<file path="src/rtl/mips_program_loader_if.sv">
// Byte-stream input and CPU memory-write/control outputs of the boot loader.
// The host side uses master; the loader uses slave.
interface mips_program_loader_if;
  logic [7:0]  in_byte;
  logic        in_valid;
  logic        in_ready;
  logic [31:0] ext_instr;
  logic [31:0] ext_instr_addr;
  logic        ext_instr_en;
  logic [31:0] ext_data;
  logic [31:0] ext_data_addr;
  logic        ext_data_en;
  logic        start;
  logic        busy;
  logic        done;
  logic        error;

  modport master (
    output in_byte, in_valid,
    input  in_ready, ext_instr, ext_instr_addr, ext_instr_en,
           ext_data, ext_data_addr, ext_data_en, start, busy, done, error
  );

  modport slave (
    input  in_byte, in_valid,
    output in_ready, ext_instr, ext_instr_addr, ext_instr_en,
           ext_data, ext_data_addr, ext_data_en, start, busy, done, error
  );
endinterface

</file>
<file path="src/rtl/mips_program_loader.sv">
// Boot loader: parses framed byte stream into 32-bit words, writes them to the
// CPU instruction/data memories and pulses start on the GO command.
module mips_program_loader #(
  parameter logic [31:0] INSTR_BASE = 32'h0000_0000,
  parameter logic [31:0] DATA_BASE  = 32'h0000_0000,
  parameter int unsigned MAX_WORDS  = 256
) (
  input  logic                   clk,
  input  logic                   rst_n,
  mips_program_loader_if.slave   ldr
);

  localparam int unsigned CNT_W  = 16;
  localparam int unsigned WORD_W = 32;

  localparam logic [7:0] CMD_INSTR = 8'h01;
  localparam logic [7:0] CMD_DATA  = 8'h02;
  localparam logic [7:0] CMD_GO    = 8'hFF;

  typedef enum logic [2:0] {
    S_IDLE, S_CNT_HI, S_CNT_LO, S_WORD, S_WRITE, S_GO, S_DONE, S_ERR
  } state_e;

  state_e              state_q, state_d;
  logic                sec_data_q, sec_data_d;
  logic [7:0]          cnt_hi_q, cnt_hi_d;
  logic [CNT_W-1:0]    count_q, count_d;
  logic [CNT_W-1:0]    index_q, index_d;
  logic [23:0]         shift_q, shift_d;
  logic [1:0]          byte_cnt_q, byte_cnt_d;

  logic                in_ready_q, in_ready_d;
  logic [WORD_W-1:0]   instr_q, instr_d, instr_addr_q, instr_addr_d;
  logic                instr_en_q, instr_en_d;
  logic [WORD_W-1:0]   data_q, data_d, data_addr_q, data_addr_d;
  logic                data_en_q, data_en_d;
  logic                start_q, start_d;
  logic                busy_q, busy_d;
  logic                done_q, done_d;
  logic                error_q, error_d;

  logic                hs_c;
  logic [CNT_W-1:0]    count_c;
  logic [WORD_W-1:0]   word_c;
  logic [WORD_W-1:0]   addr_c;

  // Handshake is judged against the registered ready the host actually sees.
  assign hs_c    = ldr.in_valid && in_ready_q;
  assign count_c = {cnt_hi_q, ldr.in_byte};
  assign word_c  = {shift_q, ldr.in_byte};
  assign addr_c  = (sec_data_q ? DATA_BASE : INSTR_BASE) + WORD_W'({index_q, 2'b00});

  // Next-state and registered-output logic.
  always_comb begin
    state_d      = state_q;
    sec_data_d   = sec_data_q;
    cnt_hi_d     = cnt_hi_q;
    count_d      = count_q;
    index_d      = index_q;
    shift_d      = shift_q;
    byte_cnt_d   = byte_cnt_q;
    instr_d      = instr_q;
    instr_addr_d = instr_addr_q;
    instr_en_d   = 1'b0;
    data_d       = data_q;
    data_addr_d  = data_addr_q;
    data_en_d    = 1'b0;
    start_d      = 1'b0;

    unique case (state_q)
      S_IDLE: begin
        if (hs_c) begin
          unique case (ldr.in_byte)
            CMD_INSTR: begin sec_data_d = 1'b0; state_d = S_CNT_HI; end
            CMD_DATA:  begin sec_data_d = 1'b1; state_d = S_CNT_HI; end
            CMD_GO:    begin start_d = 1'b1;    state_d = S_GO;     end
            default:   state_d = S_ERR;
          endcase
        end
      end
      S_CNT_HI: begin
        if (hs_c) begin
          cnt_hi_d = ldr.in_byte;
          state_d  = S_CNT_LO;
        end
      end
      S_CNT_LO: begin
        if (hs_c) begin
          count_d = count_c;
          if (count_c == CNT_W'(0)) begin
            state_d = S_IDLE;
          end else if (32'(count_c) > 32'(MAX_WORDS)) begin
            state_d = S_ERR;
          end else begin
            index_d    = '0;
            byte_cnt_d = '0;
            state_d    = S_WORD;
          end
        end
      end
      S_WORD: begin
        if (hs_c) begin
          shift_d    = {shift_q[15:0], ldr.in_byte};
          byte_cnt_d = 2'(byte_cnt_q + 2'd1);
          if (byte_cnt_q == 2'd3) begin
            state_d = S_WRITE;
            if (sec_data_q) begin
              data_d      = word_c;
              data_addr_d = addr_c;
              data_en_d   = 1'b1;
            end else begin
              instr_d      = word_c;
              instr_addr_d = addr_c;
              instr_en_d   = 1'b1;
            end
          end
        end
      end
      S_WRITE: begin
        index_d = CNT_W'(index_q + CNT_W'(1));
        state_d = (CNT_W'(index_q + CNT_W'(1)) == count_q) ? S_IDLE : S_WORD;
      end
      S_GO:    state_d = S_DONE;
      S_DONE:  state_d = S_DONE;
      S_ERR:   state_d = S_ERR;
      default: state_d = S_ERR;
    endcase

    in_ready_d = state_d inside {S_IDLE, S_CNT_HI, S_CNT_LO, S_WORD};
    busy_d     = !(state_d inside {S_IDLE, S_DONE, S_ERR});
    done_d     = (state_d == S_DONE);
    error_d    = (state_d == S_ERR);
  end

  always_ff @(posedge clk or negedge rst_n) begin
    if (!rst_n) begin
      state_q      <= S_IDLE;
      sec_data_q   <= 1'b0;
      cnt_hi_q     <= '0;
      count_q      <= '0;
      index_q      <= '0;
      shift_q      <= '0;
      byte_cnt_q   <= '0;
      in_ready_q   <= 1'b0;
      instr_q      <= '0;
      instr_addr_q <= '0;
      instr_en_q   <= 1'b0;
      data_q       <= '0;
      data_addr_q  <= '0;
      data_en_q    <= 1'b0;
      start_q      <= 1'b0;
      busy_q       <= 1'b0;
      done_q       <= 1'b0;
      error_q      <= 1'b0;
    end else begin
      state_q      <= state_d;
      sec_data_q   <= sec_data_d;
      cnt_hi_q     <= cnt_hi_d;
      count_q      <= count_d;
      index_q      <= index_d;
      shift_q      <= shift_d;
      byte_cnt_q   <= byte_cnt_d;
      in_ready_q   <= in_ready_d;
      instr_q      <= instr_d;
      instr_addr_q <= instr_addr_d;
      instr_en_q   <= instr_en_d;
      data_q       <= data_d;
      data_addr_q  <= data_addr_d;
      data_en_q    <= data_en_d;
      start_q      <= start_d;
      busy_q       <= busy_d;
      done_q       <= done_d;
      error_q      <= error_d;
    end
  end

  assign ldr.in_ready       = in_ready_q;
  assign ldr.ext_instr      = instr_q;
  assign ldr.ext_instr_addr = instr_addr_q;
  assign ldr.ext_instr_en   = instr_en_q;
  assign ldr.ext_data       = data_q;
  assign ldr.ext_data_addr  = data_addr_q;
  assign ldr.ext_data_en    = data_en_q;
  assign ldr.start          = start_q;
  assign ldr.busy           = busy_q;
  assign ldr.done           = done_q;
  assign ldr.error          = error_q;

endmodule

</file>
<file path="src/flat_wrapper.sv">
// flat-port wrapper written by rule: the top's interface ports become plain ports
module mips_program_loader_flat 
#(
  parameter logic [31:0] INSTR_BASE = 32'h0000_0000,
  parameter logic [31:0] DATA_BASE  = 32'h0000_0000,
  parameter int unsigned MAX_WORDS  = 256
)
  (clk, rst_n, ldr_in_byte, ldr_in_valid, ldr_in_ready, ldr_ext_instr, ldr_ext_instr_addr, ldr_ext_instr_en, ldr_ext_data, ldr_ext_data_addr, ldr_ext_data_en, ldr_start, ldr_busy, ldr_done, ldr_error);
  mips_program_loader_if ldr_i ();
  input  logic clk;
  input  logic rst_n;
  input wire logic [$bits(ldr_i.in_byte)-1:0] ldr_in_byte;
  input wire logic [$bits(ldr_i.in_valid)-1:0] ldr_in_valid;
  output wire logic [$bits(ldr_i.in_ready)-1:0] ldr_in_ready;
  output wire logic [$bits(ldr_i.ext_instr)-1:0] ldr_ext_instr;
  output wire logic [$bits(ldr_i.ext_instr_addr)-1:0] ldr_ext_instr_addr;
  output wire logic [$bits(ldr_i.ext_instr_en)-1:0] ldr_ext_instr_en;
  output wire logic [$bits(ldr_i.ext_data)-1:0] ldr_ext_data;
  output wire logic [$bits(ldr_i.ext_data_addr)-1:0] ldr_ext_data_addr;
  output wire logic [$bits(ldr_i.ext_data_en)-1:0] ldr_ext_data_en;
  output wire logic [$bits(ldr_i.start)-1:0] ldr_start;
  output wire logic [$bits(ldr_i.busy)-1:0] ldr_busy;
  output wire logic [$bits(ldr_i.done)-1:0] ldr_done;
  output wire logic [$bits(ldr_i.error)-1:0] ldr_error;
  assign ldr_i.in_byte = ldr_in_byte;
  assign ldr_i.in_valid = ldr_in_valid;
  assign ldr_in_ready = ldr_i.in_ready;
  assign ldr_ext_instr = ldr_i.ext_instr;
  assign ldr_ext_instr_addr = ldr_i.ext_instr_addr;
  assign ldr_ext_instr_en = ldr_i.ext_instr_en;
  assign ldr_ext_data = ldr_i.ext_data;
  assign ldr_ext_data_addr = ldr_i.ext_data_addr;
  assign ldr_ext_data_en = ldr_i.ext_data_en;
  assign ldr_start = ldr_i.start;
  assign ldr_busy = ldr_i.busy;
  assign ldr_done = ldr_i.done;
  assign ldr_error = ldr_i.error;
  mips_program_loader #(.INSTR_BASE(INSTR_BASE), .DATA_BASE(DATA_BASE), .MAX_WORDS(MAX_WORDS)) u_core (.clk(clk), .rst_n(rst_n), .ldr(ldr_i));
endmodule
</file>
<file path="config.mk">
export PLATFORM = sky130hd
export DESIGN_NAME = mips_program_loader_flat
export DESIGN_NICKNAME = d
export VERILOG_FILES = /design/src/rtl/mips_program_loader_if.sv /design/src/rtl/mips_program_loader.sv /design/src/flat_wrapper.sv
export SDC_FILE = /design/constraint.sdc
export NUM_CORES = 1
export LEC_CHECK = 0
export CAP_MARGIN = 10
export CORE_ASPECT_RATIO = 0.6
export CORE_MARGIN = 4
export CORE_UTILIZATION = 50
export DETAILED_ROUTE_END_ITERATION = 7
export PLACE_DENSITY = 0.77
export SLEW_MARGIN = 20
export SYNTH_ARGS = -nofsm -noshare
export SYNTH_HDL_FRONTEND = slang
export SYNTH_SLANG_ARGS = --single-unit
export TNS_END_PERCENT = 1
</file>
<file path="constraint.sdc">
create_clock -name clk -period 4.3 [get_ports clk]
set_input_delay 1.075 -clock clk [delete_from_list [all_inputs] [get_ports clk]]
set_output_delay 1.075 -clock clk [all_outputs]
set_load 0.05 [all_outputs]
</file>
### After elaboration in Yosys (flattened, before gate mapping)

Cells that the tools add are included.

| word-level totals | value |
|---|---|
| register bits | 173 |
| input bits | 11 |
| output and inout port bits | 135 |
| logic and storage cells | 94 |

| cells by class | value |
|---|---|
| add/subtract/negate cells | 2 |
| magnitude comparators | 1 |
| equal/unequal tests | 21 |
| mux-type cells | 31 |
| bitwise operators | 1 |
| reduce and logical (&&, ||, !) cells | 20 |

Operators by type and width:

| cell | number |
|---|---|
| $mux 16 | 3 |
| $pmux 16 s2 | 1 |
| $mux 3 | 7 |
| $pmux 3 s7 | 1 |
| $eq 3x3->1 const B | 6 |
| $add 16x1->16 const B | 1 |
| $eq 16x16->1 | 1 |
| $gt 16x9->1 const B | 1 |
| $logic_not 16->1 | 1 |
| $eq 3x2->1 const B | 4 |
| $reduce_and 4->1 | 3 |
| $mux 1 | 11 |
| $mux 2 | 5 |
| $eq 8x1->1 const B | 1 |
| $eq 8x2->1 const B | 1 |
| $eq 8x8->1 const B | 1 |
| $eq 3x1->1 const B | 2 |
| $logic_not 3->1 | 2 |
| $pmux 3 s2 | 1 |
| $reduce_and 2->1 | 3 |
| $reduce_bool 2->1 | 3 |
| $reduce_and 5->1 | 1 |
| $ne 2x1->1 const B | 2 |
| $ne 2x2->1 const B | 2 |
| 11 further kinds | 12 |

### Logic depth before layout (Yosys ltp)

Gate-level depths: netlist of run 1.

| depth | value |
|---|---|
| word-level depth | 8 |
| mapped depth | 8 |
| depth with buffers taken out | 7 |

### Worst setup path after synthesis of run 1

OpenSTA, ideal clock, no wires.

| timing | value |
|---|---|
| path type | in2reg |
| start | in ldr_in_byte[1] |
| end | reg u_core.index_q[7] |
| setup time | 0.134 ns |
| arrival | 2.606 ns |
| data required time | 4.166 ns |
| slack | 1.559 ns |
| cell stages on the path | 8 |
| buffers on the path | 2 |
| cells stage by stage | clkbuf_1 > nor4_1 > a21boi_1 > nor4_1 > o21bai_1 > buf_2 > o21ai_0 > o31ai_1 |

| on the way | value |
|---|---|
| cells in the longest elaborated chain, start to end | 3 |
| elaborated cells on any way between the ends | 5 |
| classes of those cells | order compare: 1; eq/ne: 2; reduce/logical: 2 |

RTL lines:

| what | RTL line | text |
|---|---|---|
| start, declared | flat_wrapper.sv:12 | `input wire logic [$bits(ldr_i.in_byte)-1:0] ldr_in_byte;` |
| $gt 16x9->1 or $logic_not 16->1 (tied branches) | mips_program_loader.sv:92, mips_program_loader.sv:90 |  |
| $ne 2x2->1 (no line) | n/a |  |
| $reduce_and 4->1 (no line) * | n/a |  |
| end signal, assigned | mips_program_loader.sv:160 | `index_q <= index_d;` |
| end, declared | mips_program_loader.sv:28 | `logic [CNT_W-1:0] index_q, index_d;` |

Mark *: on every way between the ends. The rest lies on a longest branch, timed or not.
A chain may end at the register's enable or synchronous reset.

### Final worst setup path of run 1

| timing | value |
|---|---|
| start | in ldr_in_byte[1] |
| end | reg u_core.index_q[14] |

The elaborated chain is that of the path after synthesis.

==> results.cfg, run 1 <==
[worst_setup_path]
cp-startpoint = ldr_in_byte[1]
rrSetupSlack_ns = 1.46
crit_fanout = 16
r2r-start = u_core.index_q[0]
cp.required_ns = 4.58
endpoint = u_core.index_q[14]
crit_type = in -> reg
start_kind = primary input
rr_endpoint = u_core.ldr.busy
cp.arrival_ns = 3.48
end_kind = flip-flop
reg2reg_depth = 7

[synthesis]
synth_ff_type = dfrtp_1
ys_types = 51
yosys_warnings = 0
syn_avg_cell_area_um2 = 11.05
yosysSeqAreaShare_pct = 56.64
async_flop_share_pct = 100.0
syn_area_um2 = 7644
synth_edf_count = 0
synth_cells = 692
synth-seq-cells = 173

[power]
p_int_mw = 3.502
ir_worst_vdd_v = 0.0002935
power.density_nw_per_um2 = 599.8
p_sw_share_pct = 37.91
p_switching_mw = 2.138
pwr-share-clk_pct = 26.5
power.sequential.fraction_pct = 42.5
comb_power_share_pct = 31.0
p_leak_nw = 4.452

[floorplan]
chipWidth_um = 167.6
ios = 146
initial_core_util_pct = 51.93
die_y_um = 103.8
core_region_area_um2 = 14720
num_rows = 34
die_area_um2 = 17390

[grt]
grt_usage_pct = 22.10
grt_start_max_net_pins = 121
grt_pass1_wl_mm = 30.70
overflow = 0
antenna_found_initial = 0
first_global_vias = 5648

[detailed_routing]
vias = 5581
drtAntennaViolNets = 0
wl_per_cell_um = 18.79
wirelength_mm = 18.88
dr.pass1.iters = 5
viasPerCell = 5.553
drcViolationCount = 0
drt-initial-drc-count = 607

[clock_tree]
numCtsBuffers = 17
cts_setup_buffers = 0
cts_sinks = 173
clock-root-buffer = clkbuf_16
cts_tree = done
clk_latency_ns = 0.43
clkSlewWorstSetupHoldPaths_ns = 0.07
clock_path_buffers = 2
cts_max_level = 4
hold_buffers = 0
cts_resized = 0

[finish]
n_antenna_cell = 0
layout_common_cells = dfrtp_1, nand2_1, clkdlybuf4s50_1, mux2_2, conb_1
drive_gt1_share_pct = 18.22
fill_cells = 1098
area_delta_synth_final_pct = 23.03
final_area_um2 = 9404
mostFrequentLayoutCell = dfrtp_1
stdcell_count = 1005
fin_nets = 807

[timing]
whs_ns = 0.4778
setup_viol = 0
hold_viol = 0
maxSlewHeadroom_pct = 29.27
slew_viol_final = 0
tns_ns = 0
fin_crit_sh_pct = 74.28
worst_clock_skew_ns = 0.01146
grt_setup_unrepaired = false
max_freq_mhz = 313.1
worst_pin_slew_ns = 1.055
min_period_ns = 3.194

[placement]
dp.cells = 973
gp_congestion = 0.8845
place_area_um2 = 8835
io_buffers = 113
post-dp-hpwl_mm = 13.05

[flow_run]
cap_violations = 0

[status]
run_status = finished clean

[min_path]
hold_class = reg -> reg
min-delay-start = u_core.ldr.ext_instr_addr[9]
holdPathStages = 2
-- logic make-up after synthesis --
group	share of synthesized area (%)
fa+ha+maj	0.3273
mux	14.41
simple gates	13.90
buf+inv	5.615
compound gates	6.433
flops	56.64
xor+xnor	2.635
other cells	0.04906
-- Yosys cell counts (2+ instances only) --
master / count / area, um2
and3_1: 6 / 37.54
a21oi_1: 9 / 45.04
nand4_1: 11 / 68.82
nor3_1: 8 / 40.04
and4_1: 3 / 26.28
nor4_1: 6 / 37.54
and3b_1: 3 / 26.28
o21ai_0: 28 / 140.1
and2_1: 2 / 12.51
a221o_1: 2 / 20.02
o2111ai_1: 2 / 17.52
buf_2: 12 / 60.06
xnor2_1: 17 / 148.9
a2111oi_2: 2 / 30.03
inv_1: 6 / 22.52
mux2_2: 96 / 1081
o41ai_1: 5 / 43.79
o31ai_1: 7 / 52.55
o22ai_1: 2 / 12.51
ha_1: 2 / 25.02
nand2_1: 163 / 611.8
o211ai_1: 2 / 15.01
nand2b_1: 2 / 12.51
nor2_1: 25 / 93.84
or3_1: 2 / 12.51
buf_1: 5 / 18.77
dfrtp_1: 173 / 4329
nand3b_1: 2 / 15.01
buf_4: 32 / 240.2
xor2_1: 6 / 52.55
a31oi_1: 4 / 25.02
a22o_1: 2 / 17.52
clkbuf_1: 21 / 78.83
mux2i_1: 2 / 20.02
nand3_1: 6 / 30.03
-- worst max-delay path, cell delays in order --
cell and delay [ns]:
clkdlybuf4s50_1 0.62, nor4_1 0.56, a21boi_1 0.21, nor4_1 0.33, o21bai_1 0.12, buf_4 0.21, o21ai_0 0.22, o41ai_1 0.11
-- per-layer routing --
metal	part of all wire, %	wire, um	track usage (%)
met5	0	0	0
met4	1.3	240	5.906
met3	8.3	1560	6.395
met2	44	8389	32.40
met1	46	8694	32.41
-- area by class of cell --
class	count	area, um2	share of cell area, %
Multi-Input combinational cell	472	3012	32.03
Clock buffer	20	456.7	4.856
Timing Repair Buffer	123	1222	13.00
Clock inverter	12	110.1	1.171
Tap cell	198	247.7	2.634
Inverter	7	26.28	0.2794
Sequential cell	173	4329	46.04
-- sequential cells by signal, summed over array words and instances (netlist names), 2 cells and up --
| signal | cells |
|---|---|
| u_core.ldr.ext_data | 32 |
| u_core.ldr.ext_instr | 32 |
| u_core.shift_q | 24 |
| u_core.count_q | 16 |
| u_core.index_q | 16 |
| u_core.ldr.ext_data_addr | 16 |
| u_core.ldr.ext_instr_addr | 16 |
| u_core.cnt_hi_q | 8 |
| u_core.state_q | 3 |
| u_core.byte_cnt_q | 2 |
-- power groups by stage --
stage	Clock, mW	Sequential [mW]	Combinational [mW]
CTS	1.51	2.39	1.75
detailed placement	0	2.41	1.73
floorplan	0	2.70	0.880
global placement	0	2.39	1.67
global route	1.57	2.45	1.86
finish	1.49	2.40	1.75
-- per-stage QoR --
stage                     power (mW)  setup slack (ns)  util (%)
after floorplan                3.580             1.559         -
after global placement         4.065            0.8956     60.02
after detailed placement       4.144            0.8275     60.02
after CTS                      5.644             1.177     63.87
after global routing           5.885            0.9100     63.89
final                          5.641             1.106     63.89
-- worst min-delay path by stage --
stage	end	slack, ns
floorplan	u_core.ldr.ext_data[24]	0.45
global placement	u_core.ldr.ext_instr_addr[12]	0.46
detailed placement	u_core.ldr.ext_instr_addr[9]	0.46
CTS	u_core.ldr.ext_instr_addr[9]	0.48
global route	u_core.ldr.ext_data[31]	0.49
finish	u_core.ldr.ext_instr_addr[9]	0.48
No activity file was read; power rests on OpenSTA's default activity.
==> inputs of run 2 (changes only) <==
--- a/config.mk
+++ b/config.mk
@@ -8,9 +8,9 @@
 export CAP_MARGIN = 10
 export CORE_ASPECT_RATIO = 0.6
 export CORE_MARGIN = 4
-export CORE_UTILIZATION = 50
+export CORE_UTILIZATION = 47
 export DETAILED_ROUTE_END_ITERATION = 7
-export PLACE_DENSITY = 0.77
+export PLACE_DENSITY = 0.76
 export SLEW_MARGIN = 20
 export SYNTH_ARGS = -nofsm -noshare
 export SYNTH_HDL_FRONTEND = slang
==> constraint.sdc (replaced) <==
create_clock -name clk -period 2.6 [get_ports clk]
set_input_delay 0.65 -clock clk [delete_from_list [all_inputs] [get_ports clk]]
set_output_delay 0.65 -clock clk [all_outputs]
set_load 0.05 [all_outputs]
==> run 2 against run 1 <==
Net effect:
- setup slack worse by 1.0 ns
- non-clock buffer count up 33
- sequential cell count stayed put
- combinational power rose by 77%
- core utilization decreased by 1.3 points
- clock power is 76% higher
- critical path depth is 1 lower
- hold slack lost 0.30 ns
- global-route usage is 0.62 points lower
==> results.cfg, run 2 (same netlist as run 1, synthesis figures left out) <==
[timing]
max_freq_mhz = 400.8
slew_viol_final = 0
maxSlewHeadroom_pct = 50.92
grt_setup_unrepaired = false
min_period_ns = 2.495
fin_crit_sh_pct = 95.96
hold_viol = 0
setup_viol = 0
worst_clock_skew_ns = 0.01479
worst_pin_slew_ns = 0.7344

[finish]
final_area_um2 = 9778
stdcell_count = 1043
mostFrequentLayoutCell = dfrtp_1
n_antenna_cell = 0
fin_nets = 840
area_delta_synth_final_pct = 27.93
layout_common_cells = dfrtp_1, nand2_1, clkdlybuf4s50_1, mux2_2, buf_4
drive_gt1_share_pct = 22.02

[detailed_routing]
drcViolationCount = 0
viasPerCell = 5.397
vias = 5629
drt-initial-drc-count = 440
wirelength_mm = 19.35
drtAntennaViolNets = 0
dr.pass1.iters = 5
wl_per_cell_um = 18.55

[floorplan]
core_region_area_um2 = 15630
num_rows = 35
chipWidth_um = 172.6
initial_core_util_pct = 48.89
die_area_um2 = 18430
die_y_um = 106.8
ios = 146

[min_path]
hold_class = in -> async

[clock_tree]
cts_sinks = 173
numCtsBuffers = 17
clock_path_buffers = 2
cts_max_level = 4
clk_latency_ns = 0.43
clock-root-buffer = clkbuf_16
clkSlewWorstSetupHoldPaths_ns = 0.07
cts_tree = done

[grt]
antenna_found_initial = 0
grt_start_max_net_pins = 61
grt_usage_pct = 21.48
first_global_vias = 5692
grt_pass1_wl_mm = 31.43
overflow = 0

[power]
power.density_nw_per_um2 = 985.5
ir_worst_vdd_v = 0.0004493
p_leak_nw = 4.659
fin_total_pwr_mw = 9.636

[worst_setup_path]
start_kind = flip-flop
cp.required_ns = 2.94
crit_fanout = 8
end_kind = flip-flop
crit_type = reg -> reg
cp.arrival_ns = 2.84
rrSetupSlack_ns = 0.11

[placement]
post-dp-hpwl_mm = 14.05
io_buffers = 113
gp_congestion = 0.9802
place_area_um2 = 9114
dp.cells = 1010

[flow_run]
cap_violations = 0

[status]
run_status = finished clean
-- run 2: cell count changes in the layout (fill, tap and decap cells not counted), sizes merged --
| cell | before | now |
|---|---|---|
| clkbuf | 21 | 17 |
| clkinv | 3 | 5 |
| inv | 11 | 15 |
| buf | 10 | 44 |
| clkinvlp | 4 | 1 |
-- run 2: layer usage --
layer	up-vias	GRT usage, %	wire, um
met3	20	7.435	1613
met1	2811	31.47	9258
met5	-	0	0
met2	214	31.02	8279
li1	2584	-	-
met4	0	4.670	193
-- run 2: per-stage QoR --
stage / setup slack (ns) / setup TNS, ns / util [%] / hold slack (ns)
2_1_floorplan: 0.2844 / 0 / - / 0.3544
3_3_place_gp: -0.06216 / -0.5979 / 58.30 / 0.4573
3_5_place_dp: -0.1243 / -1.059 / 58.30 / 0.4655
4_1_cts: 0.01189 / 0 / 62.26 / 0.2015
5_1_grt: 0.02172 / 0 / 62.54 / 0.2174
6_report: 0.1051 / 0 / 62.54 / 0.1774
-- run 2: report_power, final --
part / switching [mW] / internal (mW)
logic: 1.87 / 1.22
registers: 0.646 / 3.28
clock network: 1.22 / 1.40
total: 3.73 / 5.90
-- run 2: layout make-up --
class / instances / area (um2)
Clock buffer: 17 / 425.4
Clock inverter: 15 / 193.9
Fill cell: 1218 / 5856
Inverter: 7 / 26.28
Multi-Input combinational cell: 472 / 3043
Sequential cell: 173 / 4330
Tap cell: 203 / 254.0
Timing Repair Buffer: 156 / 1505
-- run 2: path summary, 6_finish.rpt --
check                                              from  cells after the start                             to
min in group clk                u_core.ldr.ext_data[19]                      2        u_core.ldr.ext_data[19]
worst max register to register        u_core.index_q[2]                      7                u_core.ldr.busy
worst min-delay path                              rst_n                      1  u_core.ldr.ext_instr_addr[17]
worst max-delay path                  u_core.index_q[2]                      7                u_core.ldr.busy
worst min register to register  u_core.ldr.ext_data[19]                      2        u_core.ldr.ext_data[19]
max in group asynchronous                         rst_n                      2              u_core.shift_q[1]
-- run 2: worst max-delay path, stage by stage, from the launching register on --
cell and delay, ns:
dfrtp_1 0.49, buf_4 0.21, nand4_1 0.34, nor3_2 0.41, mux2_2 0.39, a31oi_2 0.32
a2111oi_4 0.09, a21oi_1 0.17
-- run 2: timing repair --
action	CTS	global route
endpoints found under the setup margin	0	3
resized for setup	0	6
hold buffers	0	0
buffers inserted	0	1
==> inputs of run 3 (changes only) <==
--- a/config.mk
+++ b/config.mk
@@ -9,8 +9,10 @@
 export CORE_ASPECT_RATIO = 0.6
 export CORE_MARGIN = 4
 export CORE_UTILIZATION = 47
+export CTS_CLUSTER_DIAMETER = 150
 export DETAILED_ROUTE_END_ITERATION = 7
 export PLACE_DENSITY = 0.76
+export SKIP_LAST_GASP = 1
 export SLEW_MARGIN = 20
 export SYNTH_ARGS = -nofsm -noshare
 export SYNTH_HDL_FRONTEND = slang
==> results of run 3 <==
Final layout, timing and power as in run 2 (identical DEF).
